`config.mk`:
```
export PLATFORM = sky130hd
export DESIGN_NAME = mux16_scan_ctrl
export DESIGN_NICKNAME = d
export VERILOG_FILES = /design/src/rtl/mux_scan_pkg.sv /design/src/rtl/scan_counter.sv /design/src/rtl/mux16_scan_ctrl.sv
export SDC_FILE = /design/constraint.sdc
export NUM_CORES = 1
export LEC_CHECK = 0
export BUFFER_PORTS_ARGS = -buffer_cell sky130_fd_sc_hd__buf_2
export CAP_MARGIN = 20
export CORE_UTILIZATION = 40
export DETAILED_ROUTE_END_ITERATION = 8
export GPL_TIMING_DRIVEN = 1
export PLACE_DENSITY = 0.77
export SKIP_CTS_REPAIR_TIMING = 1
export SLEW_MARGIN = 40
export SYNTH_ARGS = -nofsm -noshare
export SYNTH_HDL_FRONTEND = slang
export SYNTH_SLANG_ARGS = --single-unit
```
`constraint.sdc`:
```
create_clock -name clk -period 1.4 [get_ports clk]
set_clock_uncertainty 0.05 [all_clocks]
set_input_delay 0.07 -clock clk [delete_from_list [all_inputs] [get_ports clk]]
set_output_delay 0.07 -clock clk [all_outputs]
set_load 0.005 [all_outputs]
```
`src/rtl/mux_scan_pkg.sv`:
```
// mux_scan_pkg: shared constants and types for the 16:1 mux scan controller.
// Holds word/select widths, FSM state type and the scan end-point indices.
package mux_scan_pkg;

    localparam int WIDTH = 16;
    localparam int SEL_W = 4;

    localparam logic [SEL_W-1:0] FIRST_IDX = '0;
    localparam logic [SEL_W-1:0] LAST_IDX  = '1;

    typedef enum logic {
        IDLE,
        SCAN
    } scan_state_t;

    // Index the select starts from for a word scanned in the given direction.
    function automatic logic [SEL_W-1:0] start_idx(input logic rev);
        return rev ? LAST_IDX : FIRST_IDX;
    endfunction

endpackage

```
`src/rtl/scan_counter.sv`:
```
// scan_counter: SEL_W-bit up/down counter with load, enable and terminal flag.
// Ports: clk, rst_n, load/load_val, en, down, q (count), tc (at final index).
module scan_counter
    import mux_scan_pkg::*;
(
    input  logic             clk,
    input  logic             rst_n,
    input  logic             load,
    input  logic [SEL_W-1:0] load_val,
    input  logic             en,
    input  logic             down,
    output logic [SEL_W-1:0] q,
    output logic             tc
);

    always_ff @(posedge clk or negedge rst_n) begin
        if (!rst_n) begin
            q <= '0;
        end else if (load) begin
            q <= load_val;
        end else if (en) begin
            q <= down ? q - SEL_W'(1) : q + SEL_W'(1);
        end
    end

    // Terminal count is direction dependent: 0 going down, all-ones going up.
    assign tc = down ? (q == FIRST_IDX) : (q == LAST_IDX);

endmodule

```
`src/rtl/mux16_scan_ctrl.sv`:
```
// mux16_scan_ctrl: accepts a 16-bit word (valid/ready), holds it on the mux
// data bus and steps the select so the mux emits one bit per accepted beat.
// Ports: clk, rst_n, in_data/in_valid/in_ready (word in), aa/ss (mux drive),
// bit_valid/bit_last/out_ready (serial bit out), busy, and rev when the
// MUX_SCAN_REVERSE_EN macro is defined (scan 15 down to 0 for that word).
module mux16_scan_ctrl
    import mux_scan_pkg::*;
(
    input  logic             clk,
    input  logic             rst_n,
    input  logic [0:WIDTH-1] in_data,
    input  logic             in_valid,
    output logic             in_ready,
    output logic [0:WIDTH-1] aa,
    output logic [0:SEL_W-1] ss,
    output logic             bit_valid,
    output logic             bit_last,
    input  logic             out_ready,
`ifdef MUX_SCAN_REVERSE_EN
    input  logic             rev,
`endif
    output logic             busy
);

    scan_state_t      state;
    scan_state_t      state_nxt;
    logic             accept;
    logic             last_acc;
    logic             load;
    logic             cnt_en;
    logic             tc;
    logic             rev_ld;
    logic             rev_q;
    logic [SEL_W-1:0] cnt;

`ifdef MUX_SCAN_REVERSE_EN
    assign rev_ld = rev;

    // Direction is captured with the word and held until the next load.
    always_ff @(posedge clk or negedge rst_n) begin
        if (!rst_n) begin
            rev_q <= 1'b0;
        end else if (load) begin
            rev_q <= rev;
        end
    end
`else
    assign rev_ld = 1'b0;
    assign rev_q  = 1'b0;
`endif

    always_ff @(posedge clk or negedge rst_n) begin
        if (!rst_n) begin
            state <= IDLE;
        end else begin
            state <= state_nxt;
        end
    end

    always_comb begin
        state_nxt = state;
        accept    = 1'b0;
        last_acc  = 1'b0;
        in_ready  = 1'b0;
        load      = 1'b0;
        cnt_en    = 1'b0;
        unique case (state)
            IDLE: begin
                in_ready = 1'b1;
                load     = in_valid;
                if (in_valid) begin
                    state_nxt = SCAN;
                end
            end
            SCAN: begin
                accept   = out_ready;
                last_acc = out_ready & tc;
                // Ready only on the final beat so a waiting word loads
                // without a bubble; earlier in_valid is simply ignored.
                in_ready = last_acc;
                load     = last_acc & in_valid;
                // Counter freezes on the final index when going idle.
                cnt_en   = accept & ~tc;
                if (last_acc && !in_valid) begin
                    state_nxt = IDLE;
                end
            end
            default: begin
                state_nxt = IDLE;
            end
        endcase
    end

    always_ff @(posedge clk or negedge rst_n) begin
        if (!rst_n) begin
            aa <= '0;
        end else if (load) begin
            aa <= in_data;
        end
    end

    scan_counter u_cnt (
        .clk      (clk),
        .rst_n    (rst_n),
        .load     (load),
        .load_val (start_idx(rev_ld)),
        .en       (cnt_en),
        .down     (rev_q),
        .q        (cnt),
        .tc       (tc)
    );

    assign ss        = cnt;
    assign bit_valid = (state == SCAN);
    assign busy      = (state == SCAN);
    assign bit_last  = (state == SCAN) & tc;

endmodule
```
# Yosys cells after proc, flatten, opt, wreduce, memory -nomap -nowiden
# Cells that the tools add are included.
# classes
n_addsub	1
eq_ne	1
muxes	8
bitwise	6
reduce_logical	3
# ops
cell	n
$mux W4	2
$pmux W1 S2	3
$add A4 B1 Y4 const B	1
$and A1 B1 Y1	4
$eq A4 B4 Y1 const B	1
$mux W1	3
$not A1 Y1	2
$reduce_bool A2 Y1	1
$logic_and A1 B1 Y1	1
$logic_not A1 Y1	1
# totals
register_bits	21
output_inout_bits	24
word_cells	22

# Longest topological paths before layout
# logic_depth
ltp_word	6
ltp_mapped	6
mapped_depth_nobuf	4

# Cells and area by module
# Synthesis repeated with hierarchy kept, for this count alone.
# hier_totals
hier_cells	122
area_unflattened_um2	1244.9
# by_module_without_submodules
module	instances	cells_per_inst	area_each_um2	seq_area_each_um2
mux16_scan_ctrl	1	83	894.6	425.4
scan_counter	1	39	350.3	100.1

# Least setup slack after synthesis
# OpenSTA, ideal clock, no wires.
# synth_path
kind	register -> register
startpoint	reg u_cnt.q[0]
endpoint	reg aa[2] (netlist bit)
arrival_time_ps	1422
t_required_ps	1225
slack_ps	-197
path_stages_with_launch	7
path_buffers	2
period_less_slack_ps	1597
path_cell_list	dfrtp_1 > ha_1 > nand4_2 > a21boi_2 > buf_6 > buf_12 > mux2_4
# synth_via
elab_chain_cells	4
# synth_lines
item	line_no	source
from (decl)	scan_counter.sv:12	output logic [SEL_W-1:0] q,
from (signal assigned)	scan_counter.sv:20	q <= load_val;
from (signal assigned)	scan_counter.sv:22	q <= down ? q - SEL_W'(1) : q + SEL_W'(1);
$eq A4 B4 Y1	scan_counter.sv:27	assign tc = down ? (q == FIRST_IDX) : (q == LAST_IDX);
$and A1 B1 Y1	mux16_scan_ctrl.sv:77	last_acc = out_ready & tc;
$and A1 B1 Y1	mux16_scan_ctrl.sv:81	load = last_acc & in_valid;
$pmux W1 S2	mux16_scan_ctrl.sv:67	unique case (state)
to (signal assigned)	mux16_scan_ctrl.sv:98	aa <= in_data;
to (decl)	mux16_scan_ctrl.sv:14	output logic [0:WIDTH-1] aa,
# Every way passes these cells.
# A chain may end at the register's enable or synchronous reset.

# Worst setup path in the final report
# layout_path
startpoint	reg u_cnt.q[0]
endpoint	reg aa[5] (netlist bit)
# The elaborated chain is that of the path after synthesis.

==> impl_metrics.json <==
{
  "status": "finished with violations",
  "violations": "setup timing",
  "floorplan.initialDensity": 0.424,
  "hold_viol": 0,
  "gr-usage-all-layers": 0.143,
  "worstSetupStartpointType": "register",
  "htreeDepth": 1,
  "detail_route.wl_per_cell_um": 13.3,
  "num_rows": 17,
  "yosys.cell_types.count": 24,
  "antenna_cells": 0,
  "grt_antenna_before_repair": 0,
  "core_um2": 2190,
  "min_period_ns": 1.56,
  "die-area_um2": 2520,
  "areaGrowthSynthToFinish_pct": 64.0,
  "rsz0062_at_grt": "yes",
  "ys.warnings.count": 0,
  "crit_required_ns": 1.54,
  "final_layout_size_suffix_gt1_frac": 0.599,
  "nFillCells": 161,
  "place_area_um2": 1220,
  "fin_ws_ns": -0.163,
  "synth.avg_cell_area_um2": 14.7,
  "numPlacedInstances": 141,
  "ir_drop_mv": 1.09,
  "antenna_left": 0,
  "grt_first_pass_wirelength_um": 2700,
  "cp.arrival_ns": 1.70,
  "clock-sinks": 21,
  "grt_max_degree": 22,
  "end_kind": "register",
  "cellPowerDensity_nw_per_um2": 1660,
  "cts_buffer_depth": 2,
  "dp_hpwl_um": 1300,
  "setup-tns-final_ns": -2.90,
  "final_cell_mix": "buf_2, dfrtp_1, dlygate4sd3_1",
  "clock_latency_ns": 0.29,
  "drtPass1Iterations": 4,
  "portBuffers": 43,
  "grt_pass1_vias": 635,
  "die_h_um": 50.2,
  "setup_viol": 21,
  "synth_seq_cells": 21,
  "routed_via_density": 4.78,
  "drv_cap": 0,
  "vias": 788,
  "cts.clk_slew.worst_paths_ns": 0.11,
  "drc": 0,
  "ios": 44,
  "slew_headroom": 0.699,
  "final_area_um2": 1520,
  "final_cells": 165,
  "drt_iter0_drc": 8,
  "drv_slew": 0,
  "wirelength_um": 2190,
  "tightest_slew_ns": 0.451,
  "grt-ovfl-total": 0,
  "numCtsBuffers": 3,
  "period_share": 1.12,
  "synth_seq_area_share": 0.566,
  "fin_hold_ws_ns": 0.134,
  "die_w_um": 50.2,
  "hold_path_class": "in2reg",
  "p_leak_nw": 0.762,
  "synth_cells": 63,
  "worstSetupPathType": "reg2reg",
  "fin_nets": 159,
  "synth_nets": 84,
  "final_core_util": 0.695,
  "crit_fanout": 8,
  "syn_area_um2": 928,
  "cts_tree": "built",
  "layout_commonest_cell": "buf_2",
  "clockRootBuffer": "clkbuf_4",
  "gp_congestion": 0.745,
  "max_freq_ghz": 0.640
}
==> worst paths after layout <==
check                                               to  slack, ns  depth (start not counted)                   start
worst max-delay path                 aa[5]$_DFFE_PN0P_      -0.16                          5  u_cnt.q[0]$_DFFE_PN0P_
worst min-delay path            u_cnt.q[2]$_DFFE_PN0P_       0.13                          3               out_ready
worst max register to register       aa[5]$_DFFE_PN0P_      -0.16                          5  u_cnt.q[0]$_DFFE_PN0P_
worst min register to register       aa[3]$_DFFE_PN0P_       0.46                          1       aa[3]$_DFFE_PN0P_
max in group asynchronous           aa[11]$_DFFE_PN0P_       0.78                          2                   rst_n
min in group asynchronous            aa[6]$_DFFE_PN0P_       0.21                          2                   rst_n
==> flip-flops by register name, summed over array words and instances, names as in the netlist <==
register,cells
aa,16
bit_valid,1
u_cnt.q,4
==> logic make-up after synthesis <==
logic type	Yosys count	share of synthesized area
AOI/OAI and AO/OA	10	0.0768
buffers and inverters	4	0.0458
adders and majority gates	1	0.0135
DFF	21	0.566
muxes	16	0.222
and+or+nand+nor	11	0.0755
==> routing by layer <==
metal	GRT usage	share of wire	wire [µm]
met3	0.0242	0.043	95
met5	0	0	0
met1	0.180	0.41	893
met2	0.229	0.54	1190
met4	0.0857	0.0073	16
==> synthesized netlist by cell type <==
library cell	n	area, µm²
nand4_2	1	12.5
ha_1	1	12.5
nand3_1	1	5.00
a32o_1	1	10.0
inv_1	1	3.75
a21boi_2	1	11.3
buf_6	1	11.3
mux2_4	7	105
o2111ai_1	1	8.76
or3b_2	1	8.76
nand2b_1	1	6.26
nor2_1	1	3.75
or3_1	2	12.5
and3_2	1	7.51
nand2_1	2	7.51
buf_4	1	7.51
dfrtp_1	21	526
a21oi_1	3	15.0
buf_12	1	20.0
and2_1	1	6.26
a21o_2	1	8.76
o21ai_0	2	10.0
o31ai_1	1	7.51
mux2_2	9	101
==> worst max-delay path, cell delays in order (launching register included) <==
cell and delay (ns):
dfrtp_1 0.42, ha_4 0.17, nand4_4 0.10, a21boi_4 0.24, buf_8 0.18, mux2_4 0.30
==> power by group <==
group / switching (W) / internal, W / leakage (nW) / total, W
clock: 0.000167 / 0.000106 / 0.0177 / 0.000273
combinational: 0.000406 / 0.000777 / 0.492 / 0.00118
sequential: 0.000185 / 0.000887 / 0.253 / 0.00107
==> metrics by stage <==
step / power, W / setup WS, ns
3_3_place_gp: 0.00202 / -0.0694
6_report: 0.00253 / -0.163
3_5_place_dp: 0.00206 / -0.107
2_1_floorplan: 0.00156 / -0.168
5_1_grt: 0.00271 / -0.224
4_1_cts: 0.00234 / -0.126
==> final cells by class <==
cell class	count	area, µm²	share of cell area
Tap cell	28	35.0	0.0230
Inverter	1	3.75	0.00247
Multi-Input combinational cell	38	427	0.280
Clock buffer	3	22.5	0.0148
Clock inverter	1	5.00	0.00329
Sequential cell	21	526	0.345
Timing Repair Buffer	73	504	0.331
No activity file was read; power rests on OpenSTA's default activity.
